<file path="src/rtl/mux_arb_nto1.sv">
// mux_arb_nto1: N-bit, M-channel valid/ready multiplexer feeding one
// registered output channel. Arbitration is fixed priority (RR_MODE=0,
// lowest index wins) or round-robin (RR_MODE=1, search from a pointer that
// advances past the last winner).
//
// Optional packet locking: define MUX_ARB_LOCK_EN to add in_last/out_last.
// While a multi-beat packet is in progress only its channel can be granted,
// and the round-robin pointer moves only when the packet ends.
module mux_arb_nto1 #(
  parameter int N       = 8,
  parameter int M       = 4,
  parameter int RR_MODE = 1,
  parameter int SW      = $clog2(M)
) (
  input  logic           clk,
  input  logic           rst_n,
  input  logic [M-1:0]   in_valid,
  input  logic [M*N-1:0] in_data,
`ifdef MUX_ARB_LOCK_EN
  input  logic [M-1:0]   in_last,
`endif
  output logic [M-1:0]   in_ready,
  output logic           out_valid,
  output logic [N-1:0]   out_data,
  output logic [SW-1:0]  out_sel,
`ifdef MUX_ARB_LOCK_EN
  output logic           out_last,
`endif
  input  logic           out_ready
);

  logic [N-1:0]  ch_data [M];
  logic [M-1:0]  req;
  logic [M-1:0]  grant;
  logic [SW-1:0] grant_idx;
  logic          grant_any;
  logic          load_en;
  logic          handshake;
  logic          pkt_end;
  logic [SW-1:0] rr_ptr;
  logic [SW-1:0] ptr_next;

  // Unpack the flat data bus into one word per channel.
  for (genvar g = 0; g < M; g++) begin : g_unpack
    assign ch_data[g] = in_data[g*N +: N];
  end

  // The register can take a new word when it is empty or being drained now.
  assign load_en   = !out_valid || out_ready;
  assign handshake = grant_any && load_en;
  assign in_ready  = load_en ? grant : '0;
  assign ptr_next  = (grant_idx == SW'(M - 1)) ? '0 : grant_idx + SW'(1);

`ifdef MUX_ARB_LOCK_EN
  typedef enum logic {IDLE, LOCKED} lock_state_t;

  lock_state_t   lock_state;
  logic [SW-1:0] lock_ch;

  // Restrict eligible requests to the owning channel while a packet is open.
  assign req     = (lock_state == LOCKED) ? (in_valid & (M'(1) << lock_ch)) : in_valid;
  assign pkt_end = in_last[grant_idx];

  // Lock FSM: open on a non-final beat, close on the final beat of the owner.
  always_ff @(posedge clk or negedge rst_n) begin
    if (!rst_n) begin
      lock_state <= IDLE;
      lock_ch    <= '0;
    end else if (handshake) begin
      case (lock_state)
        IDLE: begin
          if (!in_last[grant_idx]) begin
            lock_state <= LOCKED;
            lock_ch    <= grant_idx;
          end
        end
        LOCKED: begin
          if (in_last[grant_idx]) lock_state <= IDLE;
        end
        default: lock_state <= IDLE;
      endcase
    end
  end
`else
  assign req     = in_valid;
  assign pkt_end = 1'b1;
`endif

  // Arbiter: first requesting channel found scanning upward from the start
  // index (0 for fixed priority, the pointer for round-robin), wrapping mod M.
  always_comb begin
    int idx;
    // NOTE: every variable driven here gets a value before any condition, so
    // no path leaves one unassigned and no latch is inferred.
    idx       = 0;
    grant_any = 1'b0;
    grant_idx = '0;
    for (int k = 0; k < M; k++) begin
      idx = (RR_MODE != 0) ? ((int'(rr_ptr) + k) % M) : k;
      if (!grant_any && req[SW'(idx)]) begin
        grant_any = 1'b1;
        grant_idx = SW'(idx);
      end
    end
    grant = grant_any ? (M'(1) << grant_idx) : '0;
  end

  // Round-robin pointer: moves past the winner only when a packet completes.
  always_ff @(posedge clk or negedge rst_n) begin
    if (!rst_n) begin
      rr_ptr <= '0;
    end else if ((RR_MODE != 0) && handshake && pkt_end) begin
      // NOTE: state registers use non-blocking assignment so every flop
      // samples values from before the edge, independent of statement order.
      rr_ptr <= ptr_next;
    end
  end

  // Output register: load on handshake, empty on drain with nothing pending,
  // otherwise hold (including the whole time the consumer stalls).
  always_ff @(posedge clk or negedge rst_n) begin
    if (!rst_n) begin
      out_valid <= 1'b0;
      out_data  <= '0;
      out_sel   <= '0;
`ifdef MUX_ARB_LOCK_EN
      out_last  <= 1'b0;
`endif
    end else if (handshake) begin
      out_valid <= 1'b1;
      out_data  <= ch_data[grant_idx];
      out_sel   <= grant_idx;
`ifdef MUX_ARB_LOCK_EN
      out_last  <= in_last[grant_idx];
`endif
    end else if (out_valid && out_ready) begin
      out_valid <= 1'b0;
    end
  end

endmodule

</file>
<file path="config.mk">
export PLATFORM = sky130hd
export DESIGN_NAME = mux_arb_nto1
export DESIGN_NICKNAME = d
export VERILOG_FILES = /design/src/rtl/mux_arb_nto1.sv
export SDC_FILE = /design/constraint.sdc
export NUM_CORES = 1
export LEC_CHECK = 0
export ABC_CLOCK_PERIOD_IN_PS = 1600
export CAP_MARGIN = 15
export CORE_MARGIN = 2
export CORE_UTILIZATION = 32
export DETAILED_ROUTE_END_ITERATION = 12
export PLACE_DENSITY_LB_ADDON = 0.08
export REMOVE_ABC_BUFFERS = 1
export SLEW_MARGIN = 20
export SYNTH_ARGS = -nofsm -noshare
export SYNTH_HDL_FRONTEND = slang
export SYNTH_SLANG_ARGS = --single-unit
</file>
<file path="constraint.sdc">
create_clock -name clk -period 1.6 [get_ports clk]
set_clock_uncertainty 0.1 [all_clocks]
set_input_delay 0.16 -clock clk [delete_from_list [all_inputs] [get_ports clk]]
set_output_delay 0.16 -clock clk [all_outputs]
set_load 0.005 [all_outputs]
</file>
==> results of run 1 <==
layout by cell type, fill, tap and decap left out, types with 5 or more instances in the layout:
cell and n:
nand2_1 17, buf_6 5, dfrtp_1 11, buf_4 14
mux2i_4 8, o221ai_2 7, clkdlybuf4s50_1 46, mux2i_1 5
sequential cells by signal, indices dropped and copies added, names as in the netlist:
signal     count
rr_ptr         2
out_sel        2
out_valid      1
out_data       8
Yosys cell counts:
master / number
ha_1: 1
nor2_1: 3
o31ai_1: 1
mux2_2: 1
inv_1: 1
and2_1: 1
buf_4: 1
nand2b_4: 1
mux2i_1: 16
a21o_1: 1
buf_2: 1
nand2_1: 17
inv_2: 1
buf_6: 2
o221ai_1: 9
a21oi_2: 1
a21boi_1: 1
nor2b_1: 5
nor4_1: 1
o21ai_0: 1
o21ai_1: 1
nor3_1: 1
and3_1: 1
a21oi_1: 1
o32a_4: 1
dfrtp_1: 13
metrics by stage:
stage / setup TNS (ns) / total power [uW] / instances / hold slack, ns / setup slack (ns)
floorplan: -12.71 / 1030 / 80 / -0.236 / -1.05
global placement: -7.40 / 1590 / 177 / 0.365 / -0.696
detailed placement: -7.94 / 1610 / 177 / 0.366 / -0.742
CTS: -2.65 / 2080 / 186 / 0.173 / -0.402
global route: -4.04 / 2440 / 188 / 0.213 / -0.445
finish: -3.00 / 2300 / 188 / 0.144 / -0.382
routing by layer:
metal | GRT usage [%] | vias up
met5 | 0 | -
met4 | 5.23 | 0
met3 | 3.98 | 6
met2 | 32.1 | 29
met1 | 20.6 | 444
li1 | - | 459
power by group through the flow:
stage / Clock, uW / Sequential, uW / Combinational, uW
floorplan: 0 / 556 / 476
global placement: 0 / 546 / 1050
detailed placement: 0 / 547 / 1060
CTS: 214 / 559 / 1310
global route: 232 / 582 / 1630
finish: 211 / 566 / 1530
kinds of logic (layout without fill, tap and decap cells):
group / after synthesis / count (layout)
simple gates: 30 / 30
compound gates: 17 / 17
mux: 17 / 17
flops: 13 / 13
buf+inv: 6 / 80
fa+ha+maj: 1 / 1
final cells by class:
cell class,count,area share (%)
clock buffer,4,1.47
inverter,2,0.560
multi-input combinational,65,37.6
sequential,13,18.3
tap,30,2.10
timing repair buffer,74,39.9
timing repair:
action                                  in CTS  in global routing
resized for setup                           45                 19
endpoints found under the setup margin      15                 17
setup buffers                                5                  1
pin swaps                                    5                  6
cloned                                       0                  1
final timing paths:
path | startpoint | endpoint
worst max-delay path | rr_ptr[0]$_DFFE_PN0P_ | in_ready[1]
worst min-delay path | rst_n | out_sel[1]$_DFFE_PN0P_
worst max register to register | rr_ptr[0]$_DFFE_PN0P_ | out_data[5]$_DFFE_PN0P_
worst min register to register | out_sel[1]$_DFFE_PN0P_ | out_sel[1]$_DFFE_PN0P_
max in group asynchronous | rst_n | rr_ptr[0]$_DFFE_PN0P_
min in group clk | in_valid[2] | out_valid$_DFFE_PN0P_
==> flow_metrics.env, run 1 <==
export IMPL_clock_latency_ns=0.28
export IMPL_setup_viol=13
export IMPL_cp_required_ns=1.34
export IMPL_clkPwrFrac_pct=9.2
export IMPL_worst_path_most_repeated_cell="buf_6"
export IMPL_synth_largest_area_cell="dfrtp_1"
export IMPL_leakage_uw=0.000743
export IMPL_ys_types=26
export IMPL_maxSlewViolCount=0
export IMPL_area_delta_synth_final_pct=112
export IMPL_htreeDepth=1
export IMPL_multi_input_area_sq_um=673
export IMPL_power_density_nw_per_um2=1290
export IMPL_drive_gt1_share_pct=38.0
export IMPL_gp_congestion=0.741
export IMPL_wl_per_cell_um=14.8
export IMPL_portBuffers=53
export IMPL_tritoncts_num_sinks=13
export IMPL_synth_xor_area_share_pct=0
export IMPL_core_area_sq_um=2480
export IMPL_status="complete, but fails checks"
export IMPL_firstDrtPassIters=3
export IMPL_cp_cell_sequence="nor2b_4, buf_6, nor2_2, o32a_4, buf_6, nand2b_4, nor2b_1, buf_2"
export IMPL_synth_fa_ha_area_share_pct=1.48
export IMPL_netSwitchingPower_uw=780
export IMPL_grt_usage_pct=17.7
export IMPL_initial_core_util_pct=34.0
export IMPL_num_vias=938
export IMPL_intPower_uw=1520
export IMPL_muxShareOfSynthArea_pct=20.3
export IMPL_grt_max_degree=14
export IMPL_postPlaceCellArea_sq_um=1490
export IMPL_dieWidth_um=55.3
export IMPL_yosysWarnings=0
export IMPL_regArea_sq_um=328
export IMPL_design_die_area_sq_um=3060
export IMPL_cts_tree="yes"
export IMPL_ios=54
export IMPL_cts_buffer_depth=2
export IMPL_cp_slowest_cell="dfrtp_2"
export IMPL_ir_worst_vdd_v=0.000952
export IMPL_layout_min_cycle_time_ns=1.98
export IMPL_violations="negative setup slack"
export IMPL_worstMarginPinSlew_ns=0.595
export IMPL_top_layer_used="met4"
export IMPL_via_per_inst=4.99
export IMPL_finalHoldViolCount=0
export IMPL_fmax_ghz=0.505
export IMPL_grt_setup_unrepaired="yes"
export IMPL_cp_arrival_ns=1.72
export IMPL_nNetsFinal=199
export IMPL_final_util_pct=72.2
export IMPL_netlist_top_cells_area="dfrtp_1 (39%), mux2i_1 (19%), o221ai_1 (9.3%)"
export IMPL_ys_ff_latch=13
export IMPL_period_share_pct=124
export IMPL_grt_ovfl_total=0
export IMPL_maxCapViolCount=0
export IMPL_drt_iter0_drc=13
export IMPL_yosys_area_share_simple_pct=17.1
export IMPL_synth_top_family_by_area="multiplexers"
export IMPL_holdCritPathClass="input pin to async pin"
export IMPL_seqPwrFrac_pct=24.6
export IMPL_ant_nets=0
export IMPL_n_antenna_cell=0
export IMPL_path_clk_slew_ns=0.09
export IMPL_sw_frac_of_total_pct=33.9
export IMPL_dp_hpwl_um=1960
export IMPL_worstSetupPathType="register to output pin"
export IMPL_cts_hold_buf=0
export IMPL_wl_um=2790
export IMPL_ff2ff_path_depth=8
export IMPL_met3_length_um=133
export IMPL_path_delay_family="flip-flops"
export IMPL_cts_made_buffers=3
export IMPL_row_count=18
export IMPL_synthCells=84
export IMPL_netlist_area_sq_um=843
export IMPL_root_buffer="clkbuf_4"
export IMPL_critPathBufInv=3
export IMPL_dr_wl_met2_um=1410
export IMPL_fill_cells=196
export IMPL_r2r_setup_slack_ns=-0.26
export IMPL_end_kind="output pin"
export IMPL_maxSlewHeadroom_pct=60.2
export IMPL_fin_area_sq_um=1790
export IMPL_grt_pass1_wl_um=4450
export IMPL_dieHeight_um=55.3
export IMPL_synth_seq_area_share_pct=38.6
export IMPL_comb_power_share_pct=66.2
export IMPL_setup_ws_ns=-0.382
export IMPL_slowest_delay_ns=0.45
export IMPL_grt_pass1_vias=1012
export IMPL_met1_length_um=1170
export IMPL_drt_drc_violations_left=0
export IMPL_startpoint_type="register"
export IMPL_synth_compound_area_share_pct=17.5
export IMPL_antenna_found_initial=0
export IMPL_worst_path_stages=8
export IMPL_crit_fanout=4
export IMPL_syn_area_per_cell_sq_um=10.0
export IMPL_synth_top_area_share_pct=38.6
No activity file was read; power rests on OpenSTA's default activity.
==> run 2, diff against run 1 <==
--- a/config.mk
+++ b/config.mk
@@ -9,6 +9,7 @@
 export CAP_MARGIN = 15
 export CORE_MARGIN = 2
 export CORE_UTILIZATION = 32
+export CTS_CLUSTER_DIAMETER = 60
 export DETAILED_ROUTE_END_ITERATION = 12
 export PLACE_DENSITY_LB_ADDON = 0.08
 export REMOVE_ABC_BUFFERS = 1
@@ -16,3 +17,4 @@
 export SYNTH_ARGS = -nofsm -noshare
 export SYNTH_HDL_FRONTEND = slang
 export SYNTH_SLANG_ARGS = --single-unit
+export TNS_END_PERCENT = 30
==> run 2 against run 1 <==
  * The flow still finishes with violations (negative setup slack)
  * Critical path depth stayed put
  * Worst setup slack better by 0.016 ns
  * Global-route usage is 0.32 points lower
  * Non-clock buffer count is 2 lower
==> flow_metrics.env, run 2 (same netlist as run 1, synthesis figures left out) <==
export IMPL_fill_cells=218
export IMPL_cts_hold_buf=0
export IMPL_via_per_inst=4.91
export IMPL_drt_iter0_drc=10
export IMPL_htreeDepth=1
export IMPL_cts_buffer_depth=2
export IMPL_grt_usage_pct=17.4
export IMPL_grt_ovfl_total=0
export IMPL_layout_min_cycle_time_ns=1.97
export IMPL_grt_pass1_wl_um=4380
export IMPL_ant_nets=0
export IMPL_worst_path_most_repeated_cell="buf_6"
export IMPL_area_delta_synth_final_pct=93.6
export IMPL_ios=54
export IMPL_portBuffers=53
export IMPL_dieWidth_um=55.3
export IMPL_mostFrequentLayoutCells="clkdlybuf4s50_1 (46), nand2_1 (17), buf_4 (15)"
export IMPL_row_count=18
export IMPL_clock_latency_ns=0.28
export IMPL_path_clk_slew_ns=0.08
export IMPL_drt_drc_violations_left=0
export IMPL_violations="negative setup slack"
export IMPL_cp_cell_sequence="nor2b_4, buf_6, nor2_2, o32a_4, buf_6, nand2b_4, nor2b_1, buf_2"
export IMPL_maxSlewViolCount=0
export IMPL_path_delay_family="flip-flops"
export IMPL_design_die_area_sq_um=3060
export IMPL_cts_tree="yes"
export IMPL_largest_register="out_data"
export IMPL_antenna_found_initial=0
export IMPL_dpl_worst_slack_ns=-0.742
export IMPL_maxCapViolCount=0
export IMPL_ir_worst_vdd_v=0.000835
export IMPL_n_antenna_cell=0
export IMPL_leakage_uw=0.000732
export IMPL_grt_pass1_vias=1000
export IMPL_nNetsFinal=197
export IMPL_layout_commonest_cell="clkdlybuf4s50_1"
export IMPL_cp_slowest_cell="dfrtp_1"
export IMPL_largest_reg_flops=8
export IMPL_grt_setup_unrepaired="yes"
export IMPL_core_area_sq_um=2480
export IMPL_cp_arrival_ns=1.71
export IMPL_regArea_sq_um=327
export IMPL_setup_viol=12
export IMPL_end_kind="output pin"
export IMPL_gp_congestion=0.741
export IMPL_finalHoldViolCount=0
export IMPL_grt_max_degree=14
export IMPL_worstSetupPathType="register to output pin"
export IMPL_cts_made_buffers=3
export IMPL_startpoint_type="register"
export IMPL_critPathBufInv=3
export IMPL_dp_hpwl_um=1960
export IMPL_status="complete, but fails checks"
export IMPL_final_util_pct=65.9
export IMPL_wl_um=2520
export IMPL_cp_required_ns=1.34
export IMPL_firstDrtPassIters=4
export IMPL_fmax_ghz=0.509
export IMPL_top_regs="out_data: 8 flops, out_sel: 2 flops, rr_ptr: 2 flops"
export IMPL_multi_input_area_sq_um=553
export IMPL_drive_gt1_share_pct=28.2
export IMPL_r2r_start="rr_ptr[0]$_DFFE_PN0P_"
export IMPL_crit_start="rr_ptr[0]$_DFFE_PN0P_"
export IMPL_period_share_pct=123
export IMPL_root_buffer="clkbuf_4"
export IMPL_worstMarginPinSlew_ns=0.585
export IMPL_initial_core_util_pct=34.0
export IMPL_dieHeight_um=55.3
export IMPL_slowest_delay_ns=0.44
export IMPL_holdCritPathClass="input pin to async pin"
export IMPL_maxSlewHeadroom_pct=60.9
export IMPL_num_vias=914
export IMPL_crit_fanout=4
export IMPL_tritoncts_num_sinks=13
export IMPL_wl_per_cell_um=13.5
export IMPL_setup_ws_ns=-0.366
export IMPL_power_density_nw_per_um2=1230
-- run 2: cell types whose count changed in the layout (fill, tap and decap cells not counted), sizes merged --
cell           delta
clkbuf            -2
buf               -1
clkdlybuf4s15     +1
-- run 2: area by class of cell --
type	count	area share, %
tap	30	2.30
clock buffer	4	1.61
inverter	2	0.613
multi-input combinational	65	33.9
timing repair buffer	72	41.6
sequential	13	20.0
-- run 2: power by group --
part           internal, uW  switching [uW]  leakage [uW]
Clock                  96.7             110     0.0000150
Combinational           777             467      0.000563
Sequential              464            93.9      0.000154
Total                  1340             670      0.000732
-- run 2: through the flow --
| stage | cell area (sq um) | setup TNS [ns] | cells | power [uW] | hold slack, ns |
|---|---|---|---|---|---|
| finish | 1630 | -2.44 | 186 | 2010 | 0.147 |
| global route | 1630 | -3.82 | 186 | 2150 | 0.219 |
| CTS | 1600 | -2.63 | 186 | 1970 | 0.173 |
| detailed placement | 1490 | -7.94 | 177 | 1610 | 0.366 |
| global placement | 1490 | -7.40 | 177 | 1590 | 0.365 |
| floorplan | 808 | -12.71 | 80 | 1030 | -0.236 |
-- run 2: worst paths after layout --
check / cells after the start / slack [ns] / endpoint
min reg2reg: 2 / 0.39 / out_sel[1]$_DFFE_PN0P_
max: 8 / -0.37 / in_ready[1]
max in group asynchronous: 1 / 0.84 / rr_ptr[1]$_DFFE_PN0P_
max reg2reg: 8 / -0.16 / out_data[4]$_DFFE_PN0P_
min in group clk: 4 / 0.32 / out_valid$_DFFE_PN0P_
min: 1 / 0.15 / out_sel[1]$_DFFE_PN0P_
-- run 2: layer usage --
metal	global-route usage, %	share of wire (%)	vias to the layer above
li1	-	-	453
met1	20.2	41	430
met2	31.3	52	27
met3	4.22	5.4	4
met4	5.23	1.2	0
met5	0	0	-
-- run 2: repair_timing --
| item | 4_1_cts | 5_1_grt |
|---|---|---|
| setup endpoints to repair | 15 | 17 |
| buffers inserted | 5 | 0 |
| pin swaps | 5 | 2 |
| gates resized for setup | 35 | 6 |
-- run 2: worst reg2reg max path, stage by stage, from the launching register on --
cell and delay [ns]:
dfrtp_1 0.44, nor2b_4 0.15, buf_6 0.10, nor2_2 0.03
o32a_4 0.21, buf_6 0.13, nand2b_4 0.13, buf_4 0.17
o221ai_1 0.20
==> run 3, diff against run 2 <==
--- a/config.mk
+++ b/config.mk
@@ -6,7 +6,7 @@
 export NUM_CORES = 1
 export LEC_CHECK = 0
 export ABC_CLOCK_PERIOD_IN_PS = 1600
-export CAP_MARGIN = 15
+export CAP_MARGIN = 20
 export CORE_MARGIN = 2
 export CORE_UTILIZATION = 32
 export CTS_CLUSTER_DIAMETER = 60
==> results of run 3 <==
No change in the layout: final DEF, timing and power equal those of run 2.
